<file path="config.mk">
export PLATFORM = sky130hd
export DESIGN_NAME = itu656_encoder
export DESIGN_NICKNAME = d
export VERILOG_FILES = /design/src/rtl/itu656_pkg.sv /design/src/rtl/itu656_raster_counter.sv /design/src/rtl/itu656_encoder.sv
export SDC_FILE = /design/constraint.sdc
export NUM_CORES = 1
export LEC_CHECK = 0
export ABC_AREA = 1
export CORE_AREA = 4 4 86 88
export CTS_CLUSTER_DIAMETER = 30
export DETAILED_ROUTE_END_ITERATION = 8
export DIE_AREA = 0 0 90 92
export GPL_TIMING_DRIVEN = 0
export PLACE_DENSITY = 0.89
export SYNTH_ARGS = -nofsm -noshare
export SYNTH_HDL_FRONTEND = slang
export SYNTH_HIERARCHICAL = 1
export SYNTH_SLANG_ARGS = --single-unit
export TNS_END_PERCENT = 1
</file>
<file path="constraint.sdc">
create_clock -name clk -period 2.4 [get_ports clk]
set_input_delay 0.24 -clock clk [delete_from_list [all_inputs] [get_ports clk]]
set_output_delay 0.24 -clock clk [all_outputs]
set_load 0.1 [all_outputs]
</file>
<file path="src/rtl/itu656_pkg.sv">
// itu656_pkg
//   Shared definitions for the BT.656 transmitter: timing-reference and
//   blanking byte constants, the raster state enum, the XY protection-code
//   builder and the active-video clamp.
package itu656_pkg;

  // Timing reference preamble bytes.
  localparam logic [7:0] TRS_FF   = 8'hFF;
  localparam logic [7:0] TRS_00   = 8'h00;

  // Blanking level: chroma at zero colour, luma at black.
  localparam logic [7:0] BLANK_C  = 8'h80;
  localparam logic [7:0] BLANK_Y  = 8'h10;

  // Active video may never carry the reserved 00/FF codes.
  localparam logic [7:0] CLAMP_LO = 8'h01;
  localparam logic [7:0] CLAMP_HI = 8'hFE;

  // Segment of the line the next output byte belongs to.
  typedef enum logic [1:0] {
    EAV     = 2'd0,
    HBLANK  = 2'd1,
    SAV     = 2'd2,
    PAYLOAD = 2'd3
  } raster_state_t;

  // Fourth byte of a timing reference: 1 F V H P3 P2 P1 P0.
  function automatic logic [7:0] xy_code(input logic f, input logic v, input logic h);
    return {1'b1, f, v, h, v ^ h, f ^ h, f ^ v, f ^ v ^ h};
  endfunction

  // Keep active samples out of the timing-reference code space.
  function automatic logic [7:0] clamp_active(input logic [7:0] b);
    if (b == TRS_00)
      return CLAMP_LO;
    else if (b == TRS_FF)
      return CLAMP_HI;
    else
      return b;
  endfunction

endpackage

</file>
<file path="src/rtl/itu656_raster_counter.sv">
// itu656_raster_counter
//   Walks the 525-line raster one byte per clock. All outputs describe the
//   byte that the encoder will register onto td_data at the next clock edge.
//
//   Ports:
//     clk, reset : byte clock, synchronous active-high reset
//     f          : F bit of the current line (registered)
//     v          : V bit of the current line (registered, 1 = vertical blank)
//     state      : segment of the line (EAV / HBLANK / SAV / PAYLOAD)
//     offset     : byte offset inside the current segment
//     line       : current line index, 0-based
module itu656_raster_counter
  import itu656_pkg::*;
#(
  parameter int H_ACT         = 720,
  parameter int H_BLANK_BYTES = 268,
  parameter int LINES_TOTAL   = 525,
  parameter int F1_FIRST      = 3,
  parameter int F2_FIRST      = 265,
  parameter int F1_ACT_FIRST  = 19,
  parameter int F1_ACT_LAST   = 262,
  parameter int F2_ACT_FIRST  = 282,
  parameter int F2_ACT_LAST   = 524,
  parameter int BW            = $clog2(8 + H_BLANK_BYTES + 2*H_ACT)
) (
  input  logic          clk,
  input  logic          reset,
  output logic          f,
  output logic          v,
  output raster_state_t state,
  output logic [BW-1:0] offset,
  output logic [9:0]    line
);

  localparam int            LINE_BYTES = 8 + H_BLANK_BYTES + 2*H_ACT;
  localparam logic [BW-1:0] LAST_BYTE  = BW'(LINE_BYTES - 1);
  localparam logic [9:0]    LAST_LINE  = 10'(LINES_TOTAL - 1);

  logic [BW-1:0] byte_cnt;
  logic [BW-1:0] last_off;
  logic [9:0]    line_nxt;
  raster_state_t state_nxt;

  // Field 2 wraps around the frame boundary: it also covers the first
  // few lines of the frame before field 1 starts.
  function automatic logic field_of(input logic [9:0] ln);
    return (ln >= 10'(F2_FIRST)) || (ln < 10'(F1_FIRST));
  endfunction

  function automatic logic vblank_of(input logic [9:0] ln);
    return !(((ln >= 10'(F1_ACT_FIRST)) && (ln <= 10'(F1_ACT_LAST))) ||
             ((ln >= 10'(F2_ACT_FIRST)) && (ln <= 10'(F2_ACT_LAST))));
  endfunction

  always_comb begin
    last_off  = BW'(3);
    state_nxt = HBLANK;
    case (state)
      EAV: begin
        last_off  = BW'(3);
        state_nxt = HBLANK;
      end
      HBLANK: begin
        last_off  = BW'(H_BLANK_BYTES - 1);
        state_nxt = SAV;
      end
      SAV: begin
        last_off  = BW'(3);
        state_nxt = PAYLOAD;
      end
      default: begin
        last_off  = BW'(2*H_ACT - 1);
        state_nxt = EAV;
      end
    endcase
    line_nxt = (line == LAST_LINE) ? 10'd0 : line + 10'd1;
  end

  always_ff @(posedge clk) begin
    if (reset) begin
      byte_cnt <= '0;
      offset   <= '0;
      state    <= EAV;
      line     <= 10'd0;
      f        <= field_of(10'd0);
      v        <= vblank_of(10'd0);
    end else begin
      if (offset == last_off) begin
        offset <= '0;
        state  <= state_nxt;
      end else begin
        offset <= offset + BW'(1);
      end

      // F/V are refreshed together with the line index so they always
      // describe the line the next byte belongs to.
      if (byte_cnt == LAST_BYTE) begin
        byte_cnt <= '0;
        line     <= line_nxt;
        f        <= field_of(line_nxt);
        v        <= vblank_of(line_nxt);
      end else begin
        byte_cnt <= byte_cnt + BW'(1);
      end
    end
  end

endmodule

</file>
<file path="src/rtl/itu656_encoder.sv">
// itu656_encoder
//   BT.656 transmitter. Converts a 4:2:2 YCbCr word stream into the 8-bit
//   27 MHz byte stream with EAV/SAV timing references and blanking payload.
//
//   Ports:
//     clk, reset  : byte clock, synchronous active-high reset
//     pix_data    : [15:8] Y, [7:0] C (Cb on even pixel, Cr on odd)
//     pix_valid   : pix_data holds a word
//     pix_ready   : word is taken this cycle if pix_valid (registered)
//     td_data     : BT.656 byte stream (registered)
//     field       : F bit of the line being transmitted
//     line_cnt    : index of the line being transmitted
//     frame_start : pulse with the first EAV byte of line 0
//     underflow   : pulse with a C byte that had to be replaced by black
module itu656_encoder
  import itu656_pkg::*;
#(
  parameter int H_ACT         = 720,
  parameter int H_BLANK_BYTES = 268,
  parameter int LINES_TOTAL   = 525,
  parameter int F1_FIRST      = 3,
  parameter int F2_FIRST      = 265,
  parameter int F1_ACT_FIRST  = 19,
  parameter int F1_ACT_LAST   = 262,
  parameter int F2_ACT_FIRST  = 282,
  parameter int F2_ACT_LAST   = 524
) (
  input  logic        clk,
  input  logic        reset,
  input  logic [15:0] pix_data,
  input  logic        pix_valid,
  output logic        pix_ready,
  output logic [7:0]  td_data,
  output logic        field,
  output logic [9:0]  line_cnt,
  output logic        frame_start,
  output logic        underflow
);

  localparam int            OW       = $clog2(8 + H_BLANK_BYTES + 2*H_ACT);
  localparam logic [OW-1:0] LAST_PAY = OW'(2*H_ACT - 1);

  logic          rc_f;
  logic          rc_v;
  raster_state_t rc_state;
  logic [OW-1:0] rc_off;
  logic [9:0]    rc_line;

  logic [7:0]    y_hold;
  logic [7:0]    byte_nxt;
  logic          ready_nxt;
  logic          first_eav;

  itu656_raster_counter #(
    .H_ACT         (H_ACT),
    .H_BLANK_BYTES (H_BLANK_BYTES),
    .LINES_TOTAL   (LINES_TOTAL),
    .F1_FIRST      (F1_FIRST),
    .F2_FIRST      (F2_FIRST),
    .F1_ACT_FIRST  (F1_ACT_FIRST),
    .F1_ACT_LAST   (F1_ACT_LAST),
    .F2_ACT_FIRST  (F2_ACT_FIRST),
    .F2_ACT_LAST   (F2_ACT_LAST),
    .BW            (OW)
  ) u_raster (
    .clk    (clk),
    .reset  (reset),
    .f      (rc_f),
    .v      (rc_v),
    .state  (rc_state),
    .offset (rc_off),
    .line   (rc_line)
  );

  assign first_eav = (rc_state == EAV) && (rc_off == '0);

  // pix_ready is registered, so it is raised while the counter sits on the
  // byte just before an active C byte: the last SAV byte or any Y byte
  // except the final one of the line.
  assign ready_nxt = !rc_v &&
                     (((rc_state == SAV) && (rc_off == OW'(3))) ||
                      ((rc_state == PAYLOAD) && rc_off[0] && (rc_off != LAST_PAY)));

  always_comb begin
    byte_nxt = BLANK_C;
    case (rc_state)
      EAV, SAV: begin
        case (rc_off[1:0])
          2'd0:    byte_nxt = TRS_FF;
          2'd3:    byte_nxt = xy_code(rc_f, rc_v, rc_state == EAV);
          default: byte_nxt = TRS_00;
        endcase
      end
      HBLANK: byte_nxt = rc_off[0] ? BLANK_Y : BLANK_C;
      default: begin
        if (rc_v)
          byte_nxt = rc_off[0] ? BLANK_Y : BLANK_C;
        else if (rc_off[0])
          byte_nxt = y_hold;
        else if (pix_ready && pix_valid)
          byte_nxt = clamp_active(pix_data[7:0]);
        else
          byte_nxt = BLANK_C;
      end
    endcase
  end

  always_ff @(posedge clk) begin
    if (reset) begin
      td_data     <= BLANK_Y;
      pix_ready   <= 1'b0;
      frame_start <= 1'b0;
      underflow   <= 1'b0;
      field       <= 1'b1;
      line_cnt    <= 10'd0;
      y_hold      <= BLANK_Y;
    end else begin
      td_data     <= byte_nxt;
      pix_ready   <= ready_nxt;
      frame_start <= first_eav && (rc_line == 10'd0);
      underflow   <= pix_ready && !pix_valid;
      if (first_eav) begin
        field    <= rc_f;
        line_cnt <= rc_line;
      end
      // C goes straight out on the capture edge; Y waits one byte here.
      if (pix_ready)
        y_hold <= pix_valid ? clamp_active(pix_data[15:8]) : BLANK_Y;
    end
  end

endmodule

</file>
==> results of run 1 <==
==> final cells by class <==
class,count,area [um^2]
multi-input combinational,371,2002
tap,80,100.1
buffer,10,61.31
clock buffer,10,137.6
timing repair buffer,40,400.4
clock inverter,6,32.53
sequential,66,1321
inverter,59,221.5
fill,552,2367
==> kinds of logic after synthesis <==
kind of cell | count (synthesis) | synth area share, %
fa+ha+maj | 13 | 4.511
simple gates | 266 | 34.42
xor+xnor | 12 | 2.915
compound gates | 80 | 13.67
flops | 66 | 36.64
buf+inv | 69 | 7.842
==> state kept, by name (all words and copies together), names as in the netlist <==
register,cells
td_data,8
u_raster/line,10
u_raster/offset,11
underflow,1
y_hold,8
field,1
u_raster/f,1
u_raster/byte_cnt,11
u_raster/state,2
pix_ready,1
line_cnt,10
u_raster/v,1
frame_start,1
==> routing by layer <==
metal / global-route usage [%] / routed length (um) / vias up
li1: - / - / 1768
met5: 0 / 0 / -
met4: 8.291 / 190 / 0
met2: 36.47 / 4312 / 127
met3: 6.399 / 464 / 22
met1: 24.27 / 3540 / 1607
==> through the flow <==
stage          total power (W)  cell area, um^2  hold slack [ps]
2_1_floorplan         0.001932             3606            316.1
3_3_place_gp          0.002138             4106            430.5
3_5_place_dp          0.002158             4106            444.0
4_1_cts               0.002963             4277            460.3
5_1_grt               0.003072             4277            476.4
6_report              0.002936             4277            452.4
==> report_power, final <==
| part | leakage [nW] | internal (W) | total (W) | switching, W |
|---|---|---|---|---|
| clock network | 0.0916 | 0.000393 | 0.000801 | 0.000409 |
| registers | 0.537 | 0.00117 | 0.00122 | 0.0000465 |
| logic | 1.10 | 0.000246 | 0.000918 | 0.000672 |
==> worst paths after layout <==
path / startpoint / to / slack (ps) / depth (start not counted)
max: line_cnt[1]$_SDFFE_PP0P_ / line_cnt[1] / 290 / 1
min: u_raster/byte_cnt[0]$_SDFF_PP0_ / u_raster/byte_cnt[0]$_SDFF_PP0_ / 450 / 1
max reg2reg: u_raster/line[1]$_SDFFE_PP0P_ / u_raster/v$_SDFFE_PP1P_ / 430 / 12
min reg2reg: u_raster/byte_cnt[0]$_SDFF_PP0_ / u_raster/byte_cnt[0]$_SDFF_PP0_ / 450 / 1
==> Yosys cell counts, types with 4 or more instances <==
cell type	n
sky130_fd_sc_hd__nand2_1	122
sky130_fd_sc_hd__nor3_1	11
sky130_fd_sc_hd__buf_2	4
sky130_fd_sc_hd__nand2_2	8
sky130_fd_sc_hd__dfxtp_1	66
sky130_fd_sc_hd__nor2_2	6
sky130_fd_sc_hd__nor3b_1	4
sky130_fd_sc_hd__o21ai_2	9
sky130_fd_sc_hd__xor2_1	11
sky130_fd_sc_hd__a21oi_1	37
sky130_fd_sc_hd__inv_1	54
sky130_fd_sc_hd__nor2_1	56
sky130_fd_sc_hd__nand4_1	11
sky130_fd_sc_hd__nand3_1	29
sky130_fd_sc_hd__o22ai_1	9
sky130_fd_sc_hd__o21ai_0	9
sky130_fd_sc_hd__ha_1	13
==> placed cells by master (no fill, tap or decap), types with 5 or more instances in the layout <==
| cell | synthesis | final |
|---|---|---|
| sky130_fd_sc_hd__dfxtp_1 | 66 | 66 |
| sky130_fd_sc_hd__nand2_2 | 8 | 8 |
| sky130_fd_sc_hd__nor2_1 | 56 | 56 |
| sky130_fd_sc_hd__clkdlybuf4s50_1 | 0 | 40 |
| sky130_fd_sc_hd__clkinv_2 | 0 | 5 |
| sky130_fd_sc_hd__nor2_2 | 6 | 6 |
| sky130_fd_sc_hd__o21ai_0 | 9 | 9 |
| sky130_fd_sc_hd__xor2_1 | 11 | 11 |
| sky130_fd_sc_hd__nor3_1 | 11 | 11 |
| sky130_fd_sc_hd__inv_1 | 54 | 54 |
| sky130_fd_sc_hd__o22ai_1 | 9 | 9 |
| sky130_fd_sc_hd__o21ai_2 | 9 | 9 |
| sky130_fd_sc_hd__nand2_1 | 122 | 122 |
| sky130_fd_sc_hd__nand3_1 | 29 | 29 |
| sky130_fd_sc_hd__a21oi_1 | 37 | 37 |
| sky130_fd_sc_hd__nand4_1 | 11 | 11 |
| sky130_fd_sc_hd__clkbuf_8 | 0 | 10 |
| sky130_fd_sc_hd__ha_1 | 13 | 13 |
==> flow_metrics.py, run 1 <==
metrics = {
    "global_routing": {
        "groute.usage.overall_pct": 21.04,
        "residual_overflow_from_global_routing": 0,
        "grt_start_max_net_pins": 12,
        "grt_first_pass_wirelength_um": 14280,
        "antenna_found_initial": 0,
        "grt_pass1_vias": 3155,
    },
    "cells_and_area": {
        "layout.nets": 589,
        "postLayoutCoreUtil_pct": 64.37,
        "antenna_cells_inserted": 0,
        "final_cell_count_no_fill": 642,
        "area_delta_synth_final_pct": 18.60,
        "drive_gt1_share_pct": 11.74,
    },
    "die": {
        "initial_core_util_pct": 54.27,
        "die-width_um": 90,
        "chipHeight_um": 92,
        "num_io_pins": 41,
        "floorplan.die_area_um2": 8280,
        "fp-row-count": 30,
        "core_area_um2": 6644,
    },
    "synthesis": {
        "ys_seq_elements": 66,
        "synth_area_leaders": "sky130_fd_sc_hd__dfxtp_1 (37%), sky130_fd_sc_hd__nand2_1 (13%), sky130_fd_sc_hd__nor2_1 (5.8%)",
        "syn_area_um2": 3606,
        "async_reset_ff_share_pct": 0,
        "synthesis.yosys.warnings": 6,
        "netlist-cell-type-count": 43,
        "ys.flop_type": "sky130_fd_sc_hd__dfxtp_1",
        "synth.avg_cell_area_um2": 7.126,
        "leading_area_contributor_after_synthesis": "sky130_fd_sc_hd__dfxtp_1",
        "syn_nets": 538,
        "postSynthCellCount": 506,
        "yosysSeqAreaShare_pct": 36.64,
        "synth_largest_type_area_fraction_pct": 36.64,
        "synth_enable_flop_cells": 0,
    },
    "sta": {
        "totalNegativeSetupSlack_ps": 0,
        "crit_path_setup_slack_layout_ps": 288.6,
        "grt_setup_unrepaired": "no",
        "final_min_period_over_clock_period_pct": 87.97,
        "slew-limit-headroom_pct": 33.13,
        "fmaxAchievable_mhz": 473.6,
        "clock_skew_ps": 7.838,
        "setup-violations-final": 0,
        "hold_violations": 0,
        "slew_viol_final": 0,
        "period_needed_ps": 2111,
        "max_slew.worst_pin.slew_ps": 999.9,
    },
    "routing": {
        "drt-vias-per-instance": 5.489,
        "route.final.wire_length_um": 8507,
        "ant_nets": 0,
        "first_pass_iters": 6,
        "drt_first_iter_violations": 256,
        "remaining_drc_errors": 0,
        "wire_per_inst_um": 13.25,
        "vias": 3524,
    },
    "clock_network": {
        "tritoncts": "done",
        "cts_hold_repair.buffers": 0,
        "clock_tree.htree_level_count": 3,
        "clkLatencyLatePin_ps": 340,
        "cts_resized": 0,
        "total_clock_buffers_created_by_cts": 9,
        "clock_sinks": 66,
        "cts_max_path_buffers": 2,
        "clk_pin_slew_worst_paths_ps": 70,
        "post_cts.repair.setup_buffers": 0,
        "cts_root_buffer": "sky130_fd_sc_hd__clkbuf_8",
    },
    "worst_setup_path": {
        "critPathKind": "reg -> out",
        "worst-endpoint-required_ps": 2160,
        "cp_max_fo": 2,
        "worst-endpoint-arrival_ps": 1870,
        "crit_chain": "clkdlybuf4s50_1",
        "crit_path_end_kind": "primary output",
        "max_stage_delay_ps": 1150,
        "cpLargestDelayFamily": "buffers and inverters",
        "critPathSlowestCell": "sky130_fd_sc_hd__clkdlybuf4s50_1",
        "critical_path.n_buffers_inverters": 1,
        "critical_path.startpoint_type": "flop",
    },
    "run": {
        "cap_viol_max_count": 0,
    },
    "place": {
        "finalWeightedCongestion": 0.9683,
        "number_of_cells_after_detailed_placement": 626,
        "dp_slack_ps": 439.6,
        "hpwl_um": 6420,
        "numPortBuffers": 40,
    },
    "hold_path": {
        "worst_hold_path_type": "reg -> reg",
    },
    "power": {
        "peakVddDrop_uv": 373.4,
        "power_density_relative_to_cell_area_nw_per_um2": 686.4,
        "total_leakage_power_nw": 1.731,
    },
    "outcome": {
        "outcome": "finished, final reports clean",
    },
}
(Power assumes the default switching activity.)
==> inputs of run 2 (changes only) <==
Settings changed: CORE_AREA 4 4 86 88 to 2 2 84 86, DIE_AREA 0 0 90 92 to 0 0 86 88.
==> run 2 against run 1 <==
  * Register-to-register slack worse by 20 ps
  * Critical path depth did not move
  * Worst hold slack improved by 5.2 ps
  * Non-clock buffer count unchanged
  * Combinational power is 0.8% lower
  * Clock skew increased by 1.5 ps
  * First-iteration DRC count shrank 21%
  * Clock-buffer cell count fell by 1
  * Fmax down 0.27%
  * Largest power group unchanged
==> flow_metrics.py, run 2 (synthesis gave the netlist of run 1 again) <==
metrics = {
    "outcome": {
        "outcome": "finished, final reports clean",
    },
    "die": {
        "floorplan.die_area_um2": 7568,
        "initial_core_util_pct": 54.27,
        "fp-row-count": 30,
        "num_io_pins": 41,
        "die-width_um": 86,
        "core_area_um2": 6644,
        "chipHeight_um": 88,
    },
    "sta": {
        "fmaxAchievable_mhz": 472.3,
        "period_needed_ps": 2117,
        "max_slew.worst_pin.slew_ps": 1005,
        "final_min_period_over_clock_period_pct": 88.21,
        "clock_skew_ps": 9.331,
        "grt_setup_unrepaired": "no",
        "slew-limit-headroom_pct": 32.82,
        "setup-violations-final": 0,
        "totalNegativeSetupSlack_ps": 0,
        "hold_violations": 0,
        "slew_viol_final": 0,
    },
    "worst_setup_path": {
        "crit_chain": "clkdlybuf4s50_1",
        "critPathSlowestCell": "sky130_fd_sc_hd__clkdlybuf4s50_1",
        "critical_path.n_buffers_inverters": 1,
        "crit_path_end_kind": "primary output",
        "critPathKind": "reg -> out",
        "cpLargestDelayFamily": "buffers and inverters",
        "critical_path.startpoint_type": "flop",
        "cp_max_fo": 2,
        "worst-endpoint-arrival_ps": 1880,
        "worst-endpoint-required_ps": 2160,
        "max_stage_delay_ps": 1170,
    },
    "cells_and_area": {
        "largestRegisters": "u_raster/byte_cnt x11, u_raster/offset x11",
        "mostFrequentLayoutCells": "sky130_fd_sc_hd__nand2_1 (122), sky130_fd_sc_hd__dfxtp_1 (66), sky130_fd_sc_hd__nor2_1 (56)",
        "layout.nets": 589,
        "post-route-cell-area_um2": 4324,
        "filler_cell_count": 561,
        "drive_gt1_share_pct": 11.74,
        "area_delta_synth_final_pct": 19.92,
        "antenna_cells_inserted": 0,
        "final_common_cell": "sky130_fd_sc_hd__nand2_1",
    },
    "clock_network": {
        "clock_tree.htree_level_count": 3,
        "total_clock_buffers_created_by_cts": 9,
        "cts_resized": 0,
        "cts_hold_repair.buffers": 0,
        "cts_max_path_buffers": 2,
        "tritoncts": "done",
        "post_cts.repair.setup_buffers": 0,
        "clkLatencyLatePin_ps": 340,
        "clk_pin_slew_worst_paths_ps": 80,
        "clock_sinks": 66,
        "cts_root_buffer": "sky130_fd_sc_hd__clkbuf_8",
    },
    "routing": {
        "vias": 3470,
        "route.final.wire_length_um": 8365,
        "first_pass_iters": 5,
        "wire_per_inst_um": 13.03,
        "drt-vias-per-instance": 5.405,
        "drt_first_iter_violations": 201,
        "ant_nets": 0,
        "remaining_drc_errors": 0,
    },
    "power": {
        "power_density_relative_to_cell_area_nw_per_um2": 727.1,
        "total_leakage_power_nw": 1.745,
        "design_power_total_w": 0.003144,
        "peakVddDrop_uv": 330.2,
    },
    "place": {
        "numPortBuffers": 40,
        "finalWeightedCongestion": 0.8856,
        "placed_area_um2": 4106,
        "hpwl_um": 6385,
    },
    "global_routing": {
        "grt_pass1_vias": 3348,
        "antenna_found_initial": 0,
        "grt_first_pass_wirelength_um": 14110,
        "residual_overflow_from_global_routing": 0,
        "grt_start_max_net_pins": 13,
        "groute.usage.overall_pct": 23.26,
    },
    "hold_path": {
        "worst_hold_path_type": "reg -> reg",
    },
    "run": {
        "cap_viol_max_count": 0,
    },
}
==> run 2: changes by cell type in the layout (fill, tap and decap cells not counted), sizes merged <==
cell / previous run / this run
bufinv: 0 / 2
clkinv: 7 / 5
clkbuf: 12 / 11
clkinvlp: 1 / 2
==> run 2: per-stage QoR <==
step	hold WS, ps	setup WS, ps	cells	utilization, %
final	457.6	282.9	642	65.08
after detailed placement	447.2	432.0	626	61.81
after global placement	427.1	493.2	626	61.81
after CTS	462.2	272.3	642	65.08
after floorplan	316.1	562.2	506	-
after global routing	480.9	203.7	642	65.08
==> run 2: per-layer routing <==
| metal | up-vias | share of wire (%) | track usage [%] |
|---|---|---|---|
| li1 | 1765 | - | - |
| met2 | 110 | 52 | 42.85 |
| met1 | 1575 | 41 | 25.29 |
| met5 | - | 0 | 0 |
| met4 | 0 | 1.6 | 9.380 |
| met3 | 20 | 5.0 | 6.221 |
==> run 2: path summary, 6_finish.rpt <==
kind / start / to / slack (ps) / depth (start not counted)
setup / recovery: line_cnt[1]$_SDFFE_PP0P_ / line_cnt[1] / 280 / 1
hold / removal: u_raster/byte_cnt[0]$_SDFF_PP0_ / u_raster/byte_cnt[0]$_SDFF_PP0_ / 460 / 1
setup reg to reg: u_raster/state[1]$_SDFFE_PP0P_ / u_raster/offset[8]$_SDFF_PP0_ / 410 / 8
hold reg to reg: u_raster/byte_cnt[0]$_SDFF_PP0_ / u_raster/byte_cnt[0]$_SDFF_PP0_ / 460 / 1
==> run 2: final cells by class <==
type	count	area [um^2]	share of cell area (%)
multi-input cells	371	2002	46.30
flip-flops and latches	66	1321	30.56
repair buffers	40	400.4	9.259
inverters	59	221.5	5.122
clock buffers	9	123.9	2.865
well taps	80	100.1	2.315
clock inverters	7	93.84	2.170
plain buffers	10	61.31	1.418
==> run 2: report_power, final <==
part | switching (W) | internal (W) | total [W]
logic | 0.000665 | 0.000246 | 0.000911
registers | 0.0000450 | 0.00117 | 0.00121
clock network | 0.000436 | 0.000582 | 0.00102
total | 0.00115 | 0.00200 | 0.00314
